`config.mk`:
```
export PLATFORM = sky130hd
export DESIGN_NAME = mem_loader
export DESIGN_NICKNAME = d
export VERILOG_FILES = /design/src/rtl/mem_loader_pkg.sv /design/src/rtl/mem_loader_csum.sv /design/src/rtl/mem_loader.sv
export SDC_FILE = /design/constraint.sdc
export NUM_CORES = 1
export LEC_CHECK = 0
export BUFFER_PORTS_ARGS = -buffer_cell sky130_fd_sc_hd__buf_4
export CORE_AREA = 2 2 78 80
export CTS_CLUSTER_SIZE = 10
export DETAILED_ROUTE_END_ITERATION = 10
export DIE_AREA = 0 0 80 82
export GPL_TIMING_DRIVEN = 0
export MAX_ROUTING_LAYER = met4
export PLACE_DENSITY = 0.84
export SLEW_MARGIN = 20
export SYNTH_ARGS = -nofsm -noshare
export SYNTH_HDL_FRONTEND = slang
export SYNTH_SLANG_ARGS = --single-unit
```
`constraint.sdc`:
```
create_clock -name clk -period 2.33 [get_ports clk]
set_input_delay 0.233 -clock clk [delete_from_list [all_inputs] [get_ports clk]]
set_output_delay 0.233 -clock clk [all_outputs]
set_load 0.02 [all_outputs]
```
`src/rtl/mem_loader_pkg.sv`:
```
// Shared constants and state encoding for the mem_loader byte-command front end.
// MEM_LOADER_CSUM_EN adds the checksum trailer state.
package mem_loader_pkg;

  localparam int ADDR_W = 12;
  localparam int BANK_HI = 11;
  localparam int BANK_LO = 10;

  localparam logic [7:0] OP_WRITE = 8'h57;
  localparam logic [7:0] OP_READ = 8'h52;

  typedef enum logic [3:0] {
    S_IDLE,
    S_AHI,
    S_ALO,
    S_LEN,
    S_WDATA,
    S_RREQ,
    S_RWAIT,
    S_RSEND
`ifdef MEM_LOADER_CSUM_EN
    , S_CSUM
`endif
  } state_t;

  function automatic logic takes_rx(state_t s);
    return s inside {S_IDLE, S_AHI, S_ALO, S_LEN, S_WDATA};
  endfunction

endpackage

```
`src/rtl/mem_loader_csum.sv`:
```
// Running 8-bit modulo-256 sum of command data bytes.
// Only instantiated when MEM_LOADER_CSUM_EN is defined.
module mem_loader_csum
  import mem_loader_pkg::*;
(
  input  logic       clk,
  input  logic       reset,
  input  logic       clr,
  input  logic       acc,
  input  logic [7:0] din,
  output logic [7:0] sum
);

  always_ff @(posedge clk or posedge reset) begin
    if (reset) begin
      sum <= '0;
    end else if (clr) begin
      sum <= '0;
    end else if (acc) begin
      sum <= sum + din;
    end
  end

endmodule

```
`src/rtl/mem_loader.sv`:
```
// Byte-stream command parser driving the banked memory port.
// Define MEM_LOADER_CSUM_EN to append a checksum byte to every command.
module mem_loader
  import mem_loader_pkg::*;
(
  input  logic              clk,
  input  logic              reset,
  input  logic [7:0]        rx_data,
  input  logic              rx_valid,
  output logic              rx_ready,
  output logic [7:0]        tx_data,
  output logic              tx_valid,
  input  logic              tx_ready,
  output logic              mem_we,
  output logic              mem_re,
  output logic [ADDR_W-1:0] mem_addr,
  output logic [7:0]        mem_wdata,
  input  logic [7:0]        mem_rdata,
  output logic              busy,
  output logic              err
);

`ifdef MEM_LOADER_CSUM_EN
  localparam state_t S_DONE = S_CSUM;
`else
  localparam state_t S_DONE = S_IDLE;
`endif

  state_t            state;
  state_t            state_nxt;
  logic              is_rd;
  logic [ADDR_W-1:0] addr;
  logic [7:0]        cnt;
  logic              rx_hs;
  logic              tx_hs;
  logic              last;
  logic              op_ok;

  assign rx_hs = rx_valid && rx_ready;
  assign tx_hs = tx_valid && tx_ready;
  assign last = (cnt == 8'd0);
  assign op_ok = (rx_data == OP_WRITE) || (rx_data == OP_READ);
  assign busy = (state != S_IDLE);

  always_ff @(posedge clk or posedge reset) begin
    if (reset) state <= S_IDLE;
    else state <= state_nxt;
  end

  always_comb begin
    state_nxt = state;
    unique case (state)
      S_IDLE:  if (rx_hs && op_ok) state_nxt = S_AHI;
      S_AHI:   if (rx_hs) state_nxt = S_ALO;
      S_ALO:   if (rx_hs) state_nxt = S_LEN;
      S_LEN:   if (rx_hs) state_nxt = is_rd ? S_RREQ : S_WDATA;
      S_WDATA: if (rx_hs && last) state_nxt = S_DONE;
      S_RREQ:  state_nxt = S_RWAIT;
      S_RWAIT: state_nxt = S_RSEND;
      S_RSEND: if (tx_hs) state_nxt = last ? S_DONE : S_RREQ;
`ifdef MEM_LOADER_CSUM_EN
      S_CSUM:  if (tx_hs) state_nxt = S_IDLE;
`endif
      default: state_nxt = S_IDLE;
    endcase
  end

`ifdef MEM_LOADER_CSUM_EN
  logic [7:0] sum;

  mem_loader_csum u_csum (
    .clk   (clk),
    .reset (reset),
    .clr   (state == S_IDLE && rx_hs),
    .acc   ((state == S_WDATA && rx_hs) || state == S_RWAIT),
    .din   (state == S_RWAIT ? mem_rdata : rx_data),
    .sum   (sum)
  );
`endif

  always_ff @(posedge clk or posedge reset) begin
    if (reset) begin
      rx_ready  <= 1'b0;
      tx_data   <= '0;
      tx_valid  <= 1'b0;
      mem_we    <= 1'b0;
      mem_re    <= 1'b0;
      mem_addr  <= '0;
      mem_wdata <= '0;
      err       <= 1'b0;
      is_rd     <= 1'b0;
      addr      <= '0;
      cnt       <= '0;
    end else begin
      rx_ready <= takes_rx(state_nxt);
      mem_we   <= 1'b0;
      mem_re   <= (state_nxt == S_RREQ);
      unique case (state)
        S_IDLE: if (rx_hs) begin
          is_rd <= (rx_data == OP_READ);
          if (!op_ok) err <= 1'b1;
        end
        S_AHI: if (rx_hs) begin
          // Upper nibble is flagged but masked; parsing continues.
          addr[ADDR_W-1:8] <= rx_data[3:0];
          if (rx_data[7:4] != 4'h0) err <= 1'b1;
        end
        S_ALO: if (rx_hs) addr[7:0] <= rx_data;
        S_LEN: if (rx_hs) begin
          cnt <= rx_data;
          if (is_rd) mem_addr <= addr;
        end
        S_WDATA: if (rx_hs) begin
          mem_we    <= 1'b1;
          mem_addr  <= addr;
          mem_wdata <= rx_data;
          addr      <= addr + ADDR_W'(1);
          cnt       <= cnt - 8'd1;
        end
        S_RWAIT: begin
          tx_data  <= mem_rdata;
          tx_valid <= 1'b1;
        end
        S_RSEND: if (tx_hs) begin
          tx_valid <= 1'b0;
          addr     <= addr + ADDR_W'(1);
          mem_addr <= addr + ADDR_W'(1);
          cnt      <= cnt - 8'd1;
        end
`ifdef MEM_LOADER_CSUM_EN
        S_CSUM: if (tx_hs) tx_valid <= 1'b0;
`endif
        default: ;
      endcase
`ifdef MEM_LOADER_CSUM_EN
      // The final write byte is not yet in the sum register.
      if (state_nxt == S_CSUM && state != S_CSUM) begin
        tx_valid <= 1'b1;
        tx_data  <= (state == S_WDATA) ? sum + rx_data : sum;
      end
`endif
    end
  end

endmodule

```
# Word level (Yosys, flattened, before mapping)
# Index checks and enable logic that the tools add are counted.
[totals] register_bits=58 input_bits=20 out_inout_bits=34 word_cells=93
[classes] add_sub_neg=2 eq_ne=23 mux=31 n_reduce_logical=24
[op_table] op="12-bit 2-to-1 mux" count=5
[op_table] op="8-bit one-hot mux with 3 select lines" count=2
[op_table] op="12-bit one-hot mux with 3 select lines" count=1
[op_table] op="4-bit one-hot mux with 8 select lines" count=1
[op_table] op="4-bit 2-to-1 mux" count=7
[op_table] op="4-bit by 3-bit equality test with 1-bit output (second input constant)" count=6
[op_table] op="8-bit 2-to-1 mux" count=3
[op_table] op="2-bit != test (second input constant)" count=9
[op_table] op="4-bit by 2-bit equality test with 1-bit output (second input constant)" count=4
[op_table] op="8-bit by 7-bit equality test with 1-bit output (second input constant)" count=2
[op_table] op="12-bit by 1-bit adder with 12-bit output (second input constant)" count=1
[op_table] op="4-bit one-hot mux with 3 select lines" count=1
[op_table] op="4-bit AND reduction" count=3
[op_table] op="5-bit AND reduction" count=2
[op_table] op="3-bit nonzero test" count=3
[op_table] op="4-bit by 1-bit equality test with 1-bit output (second input constant)" count=2
[op_table] op="4-bit zero test" count=2
[op_table] op="8-bit zero test" count=1
[op_table] op="1-bit 2-to-1 mux" count=8
[op_table] op="4-bit nonzero test" count=2
[op_table] op="8-bit by 1-bit subtractor with 8-bit output (second input constant)" count=1
[op_table] op="2-bit AND reduction" count=3
[op_table] op="5-bit nonzero test" count=1
[op_table] op="1-bit logical AND" count=4
[op_table] op="other kinds (4)" count=6

# Logic depth before layout (Yosys ltp)
# Gate-level depths: netlist (run 1).
[logic_depth] ltp_word=7 mapped_depth=8 mapped_depth_nobuf=6

# Worst setup path after synthesis (run 1)
# OpenSTA, ideal clock, no wires.
[synth_timing] path_type="register -> register" from="register state[3]" to="register mem_addr[0]" setup_ps=125 arrival_ps=1873 required_ps=2205 slack_ps=332 path_stages_with_launch=9 n_path_buf=3 period_less_slack_ps=1998 path_cell_list="dfrtp_1 > nand2b_1 > buf_6 > or2_1 > buf_6 > o2111ai_4 > nor2_2 > buf_6 > mux2_4"
[synth_between] elab_chain_cells=3 elab_cells_between_ends=10 cone_classes="7 x eq/ne; 1 x mux; 2 x reduce/logical"
[synth_rtl] element="start: declaration" line="mem_loader.sv:29" source="state_t state;"
[synth_rtl] element="start signal: assignment" line="mem_loader.sv:47" source="else state <= state_nxt;"
[synth_rtl] element="4-bit by 2-bit equality test with 1-bit output or 4-bit by 3-bit equality test with 1-bit output (tied branches)" line="mem_loader.sv:98" source="unique case (state)"
[synth_rtl] element="2-bit != test (no line) or 3-bit nonzero test (tied branches)"
[synth_rtl] element="5-bit AND reduction (no line)"
[synth_rtl] element="end signal: assignment" line="mem_loader.sv:111" source="if (is_rd) mem_addr <= addr;"
[synth_rtl] element="end signal: assignment" line="mem_loader.sv:115" source="mem_addr <= addr;"
[synth_rtl] element="end signal: assignment" line="mem_loader.sv:127" source="mem_addr <= addr + ADDR_W'(1);"
[synth_rtl] element="end: declaration" line="mem_loader.sv:16" source="output logic [ADDR_W-1:0] mem_addr,"
# Several ways; a longest one is shown, not always the timed one.
# A chain may end at the register's enable or synchronous reset.

# Worst setup path in the final report (run 1)
[layout_timing] from="register state[3]" to="register mem_addr[11]"
# The elaborated chain is that of the path after synthesis.

==> flow_summary.ini, run 1 <==
[outcome]
status = complete, no violations

[route]
vias = 2504
drt_first_pass_iters = 4
final_antenna_net_count = 0
drt_iter0_drc = 143
routed_wl_um = 6870
vias_per_cell = 5.67
post_drt_wl_per_cell_um = 15.5
drcViolationCount = 0

[layout]
synthToLayoutAreaGrowth_pct = 21.4
register_area_um2 = 1450
multi_input_area_um2 = 1530
layout-drive-gt1-share_pct = 27.5
diodes = 0
nets = 388
fill_cells = 491

[timing]
fmaxAchievable_mhz = 454
drv_slew = 0
min_period_ns = 2.20
worst_pin_slew_ns = 0.691
maxSlewHeadroom_pct = 53.8
fin_ws_ns = 0.129
finClkSkew_ns = 0.00769
hold_viol = 0
rsz0062_at_grt = false
min_period_over_period_pct = 94.4
finalSetupViolations = 0

[power]
powerDensity_nw_per_um2 = 677
power.total_mw = 2.53
leakage_nw = 1.75
ir_drop_mv = 0.473

[min_path]
hold_path_class = input pin to asynchronous set/reset pin

[floorplan]
io_pins = 54
row_count = 28
start_util_pct = 53.7
dieHeight_um = 82
die-area_um2 = 6560
dieWidth_um = 80
coreArea_um2 = 5750

[clock_tree]
cts_setup_buffers = 0
clockBufferDepth = 2
cts-root-buf = clkbuf_8
cts.sinks = 58
postCtsHoldBufs = 0
htreeDepth = 3
path_clk_slew_ns = 0.06
clkLatencyLatePin_ns = 0.33
cts_buffers = 9
ctsResizeCount = 0
cts_tree = yes

[setup_path]
crit_top_cell = buf_6
crit_chain = nand2b_1 -> buf_6 -> or2_1 -> buf_6 -> o2111ai_4 -> nor2_2 -> buf_6 -> mux2_4
cp.required_ns = 2.54
crit_path_end_kind = flop
cp_num_buf_inv = 3
cp.arrival_ns = 2.41
cp_max_fo = 10
cp_slowest_cell = dfrtp_1
critPathKind = flop to flop
critPathLaunchType = flop
crit_family = simple AND/OR/NAND/NOR gates
cpPeakStageDelay_ns = 0.45

[synth]
yosysSeqAreaShare_pct = 47.1
ys_types = 52
async_reset_ff_share_pct = 100
synth_ff_type = dfrtp_1
ys.warnings.count = 0
synth_nets = 324
syn_inst = 301
synth-seq-cells = 58
synth_edf_count = 0
syn_area_um2 = 3080
avgSynthCellArea_um2 = 10.2

[global_routing]
grtUsageTotal_pct = 24.2
grt_max_degree = 59
overflow = 0
grt_first_pass_wirelength_um = 11700
grt_pass1_vias = 2445
antenna_found_initial = 0

[placement]
dp_slack_ns = 0.142
portBuffers = 53
routabilityCongestion = 0.907
post-dp-hpwl_um = 4970

[run]
cap_violations = 0
[synthesized netlist by cell type (3+ instances only)]
master,instances,area share (%)
and4_1,3,0.85
nor2_1,32,3.9
buf_1,3,0.37
mux2_4,10,4.9
xnor2_1,8,2.3
nand2_1,21,2.6
ha_1,3,1.2
clkbuf_1,9,1.1
o21ai_0,17,2.8
xor2_1,5,1.4
buf_6,3,1.1
nand2b_1,3,0.61
nor4_1,3,0.61
nand3_1,8,1.3
o22a_1,9,2.6
a21o_1,4,0.97
and2_1,3,0.61
nand4_1,4,0.81
mux2_2,18,6.6
nor3_1,7,1.1
a31oi_1,8,1.6
inv_1,6,0.73
dfrtp_1,58,47
a21oi_1,16,2.6
o22ai_1,3,0.61
[through the flow]
stage	cells	util (%)	instance area [µm²]	hold slack [ns]	TNS (ns)
4_1_cts	442	65.0	3740	0.0448	0
6_report	442	65.2	3740	0.0239	0
3_5_place_dp	429	62.3	3580	0.402	0
3_3_place_gp	429	62.2	3580	0.445	-2.19
5_1_grt	442	65.2	3740	0.0927	0
2_1_floorplan	301	-	3080	0.330	0
[path summary, 6_finish.rpt]
path | startpoint | endpoint | cells after the start | slack, ns
setup / recovery | state[3]$_DFF_PP0_ | mem_addr[11]$_DFFE_PP0P_ | 8 | 0.13
hold / removal | reset | state[1]$_DFF_PP0_ | 2 | 0.02
setup reg to reg | state[3]$_DFF_PP0_ | mem_addr[11]$_DFFE_PP0P_ | 8 | 0.13
hold reg to reg | err$_DFFE_PP0P_ | err$_DFFE_PP0P_ | 1 | 0.47
max in group asynchronous | reset | cnt[1]$_DFFE_PP0P_ | 2 | 1.86
min in group clk | mem_rdata[1] | tx_data[1]$_DFFE_PP0P_ | 2 | 0.13
[report_power, final]
group          switching [mW]  leakage, nW  internal, mW
clock network           0.358       0.0815         0.427
registers               0.111        0.774          1.13
logic                   0.265        0.890         0.243
[worst register-to-register path, cell delays in order (launching register included)]
cell and delay (ns):
dfrtp_1 0.45, nand2b_1 0.19, buf_6 0.14, or2_1 0.23, buf_6 0.14, o2111ai_4 0.33
nor2_2 0.13, buf_6 0.18, mux2_4 0.30
[per-layer routing]
metal	part of all wire, %	routed length [µm]	global-route usage (%)
met1	45	3100	30.7
met2	49	3360	37.9
met3	4.6	313	4.62
met4	1.5	101	11.0
met5	0	0	-
[area by class of cell]
type                       count  area share (%)
timing repair buffer          53            10.6
buffer                        16            2.24
clock buffer                  13            4.24
tap                           75            2.51
inverter                       6           0.668
multi-input combinational    221            40.9
sequential                    58            38.8
[logic make-up (layout without fill, tap and decap cells)]
| family | after synthesis | in the layout | share of synthesized area, % |
|---|---|---|---|
| and+or+nand+nor | 98 | 98 | 15.7 |
| AOI/OAI and AO/OA | 77 | 77 | 17.0 |
| DFF | 58 | 58 | 47.1 |
| muxes | 29 | 29 | 11.8 |
| buffers and inverters | 22 | 88 | 3.45 |
| xor gates and xnor gates | 13 | 13 | 3.69 |
| adders and majority gates | 3 | 3 | 1.22 |
| other | 1 | 1 | 0.122 |
[cells in the final DEF, fill, tap and decap left out, types with 7 or more instances in the layout]
cell type,Yosys,final
dfrtp_1,58,58
buf_4,0,53
nor2_1,32,32
nand2_1,21,21
mux2_2,18,18
o21ai_0,17,17
a21oi_1,16,16
clkbuf_1,9,11
clkbuf_8,0,11
mux2_4,10,10
o22a_1,9,9
nand3_1,8,8
a31oi_1,8,8
xnor2_1,8,8
nor3_1,7,7
[sequential cells by signal, summed over array words and instances, names as in the netlist]
register and flops:
is_rd 1, rx_ready 1, cnt 8, mem_wdata 8, mem_re 1, tx_data 8, mem_we 1, state 4
mem_addr 12, addr 12, err 1, tx_valid 1
No activity file was read; power rests on OpenSTA's default activity.
==> run 2: changes to the inputs <==
--- a/config.mk
+++ b/config.mk
@@ -6,10 +6,10 @@
 export NUM_CORES = 1
 export LEC_CHECK = 0
 export BUFFER_PORTS_ARGS = -buffer_cell sky130_fd_sc_hd__buf_4
-export CORE_AREA = 2 2 78 80
+export CORE_AREA = 8 8 84 86
 export CTS_CLUSTER_SIZE = 10
 export DETAILED_ROUTE_END_ITERATION = 10
-export DIE_AREA = 0 0 80 82
+export DIE_AREA = 0 0 92 94
 export GPL_TIMING_DRIVEN = 0
 export MAX_ROUTING_LAYER = met4
 export PLACE_DENSITY = 0.84
==> run 2 against run 1 <==
Net effect: core utilization is 0.41 points higher; sequential power is essentially flat; maximum frequency is 2.1% lower; setup slack worse by 0.047 ns; non-clock buffer count unchanged; count of clock-buffer cells in the layout is 1 higher; critical endpoint is now mem_addr[4]$_DFFE_PP0P_; largest cell class unchanged; largest power group unchanged.
==> flow_summary.ini, run 2 (synthesis gave the netlist of run 1 again) <==
[outcome]
status = complete, no violations

[setup_path]
critPathLaunchType = flop
r2r_slack_ns = 0.08
reg2reg_to = mem_addr[4]$_DFFE_PP0P_
critPathKind = flop to flop
cp.required_ns = 2.56
crit_path_end_kind = flop
r2r-start = state[3]$_DFF_PP0_
cp_max_fo = 10
cp.arrival_ns = 2.48
r2r_cells = 8

[layout]
multi_input_area_um2 = 1530
diodes = 0
top_regs = addr x12, mem_addr x12
register_area_um2 = 1450
fill_cells = 495
mostFrequentLayoutCells = dfrtp_1, buf_4, nor2_1
layout-drive-gt1-share_pct = 28.1
final_common_cell = dfrtp_1
final_util_pct = 65.6
design_area_um2 = 3770
synthToLayoutAreaGrowth_pct = 22.1
nets = 388

[timing]
min_period_ns = 2.25
finClkSkew_ns = 0.00825
drv_slew = 0
finalSetupViolations = 0
rsz0062_at_grt = false
timing.setup.tns_ns = 0
min_period_over_period_pct = 96.5
maxSlewHeadroom_pct = 49.8
worst_pin_slew_ns = 0.751
fmaxAchievable_mhz = 445
hold_viol = 0
hold_ws_ns = 0.0149

[min_path]
hold_path_class = input pin to asynchronous set/reset pin

[floorplan]
coreArea_um2 = 5750
dieWidth_um = 92
start_util_pct = 53.7
dieHeight_um = 94
row_count = 28
io_pins = 54
die-area_um2 = 8650

[route]
drt_first_pass_iters = 4
drcViolationCount = 0
vias = 2588
drt_iter0_drc = 175
final_antenna_net_count = 0
vias_per_cell = 5.82
post_drt_wl_per_cell_um = 17.5
routed_wl_um = 7770

[placement]
post-dp-hpwl_um = 5600
portBuffers = 53
dpl-instance-area_um2 = 3580
routabilityCongestion = 0.924

[clock_tree]
path_clk_slew_ns = 0.07
cts_tree = yes
cts.sinks = 58
clockBufferDepth = 2
cts_buffers = 9
htreeDepth = 3
clkLatencyLatePin_ns = 0.34
cts-root-buf = clkbuf_8

[global_routing]
antenna_found_initial = 0
grtUsageTotal_pct = 19.3
grt_pass1_vias = 2713
overflow = 0
grt_first_pass_wirelength_um = 12900
grt_max_degree = 59

[power]
powerDensity_nw_per_um2 = 694
leakage_nw = 1.76
ir_drop_mv = 0.514

[run]
cap_violations = 0
==> run 2: worst max-delay path by stage <==
stage	from	end	slack, ns	cells past startpoint
4_1_cts	state[3]$_DFF_PP0_	addr[9]$_DFFE_PP0P_	0.1	6
3_3_place_gp	reset	mem_wdata[6]$_DFFE_PP0P_	-0.02	2
3_5_place_dp	state[3]$_DFF_PP0_	addr[9]$_DFFE_PP0P_	0.10	6
6_report	state[3]$_DFF_PP0_	mem_addr[4]$_DFFE_PP0P_	0.08	8
2_1_floorplan	state[3]$_DFF_PP0_	mem_addr[0]$_DFFE_PP0P_	0.33	8
5_1_grt	state[3]$_DFF_PP0_	mem_addr[5]$_DFFE_PP0P_	0.05	8
==> run 2: metrics by stage <==
step	setup WS (ns)	total power, mW	cells
after detailed placement	0.101	1.77	429
after global routing	0.0473	2.75	445
after global placement	-0.0204	1.75	429
final	0.0822	2.61	445
after floorplan	0.332	1.58	301
after CTS	0.0978	2.63	445
==> run 2: layer usage <==
metal	share of wire, %	wire length [µm]	GRT usage (%)
met5	0	0	-
met3	6.1	475	4.64
met2	49	3780	30.7
met4	1.9	150	9.93
met1	43	3370	22.3
==> run 2: critical path: stages, from the launching register on <==
cell and delay (ns):
dfrtp_1 0.45, nand2b_1 0.20, buf_6 0.15, or2_1 0.23, buf_6 0.14, o2111ai_4 0.35
nor2_2 0.13, buf_6 0.18, mux2_4 0.30
==> run 2: report_power, final <==
group	total [mW]	leakage (nW)	switching (mW)	internal [mW]
logic	0.515	0.890	0.273	0.242
registers	1.24	0.774	0.111	1.13
clock network	0.857	0.0965	0.387	0.470
total	2.61	1.76	0.770	1.84
==> run 2: layout make-up <==
class / count / area share (%)
multi-input combinational: 221 / 40.7
sequential: 58 / 38.5
timing repair buffer: 53 / 10.6
clock buffer: 14 / 4.58
tap: 75 / 2.49
buffer: 16 / 2.23
inverter: 6 / 0.664
clock inverter: 2 / 0.266
==> run 2: what timing repair did <==
item | CTS | global route
setup buffers | 0 | 0
hold buffers | 0 | 0
gates resized for setup | 0 | 1
endpoints found under the setup margin | 0 | 3
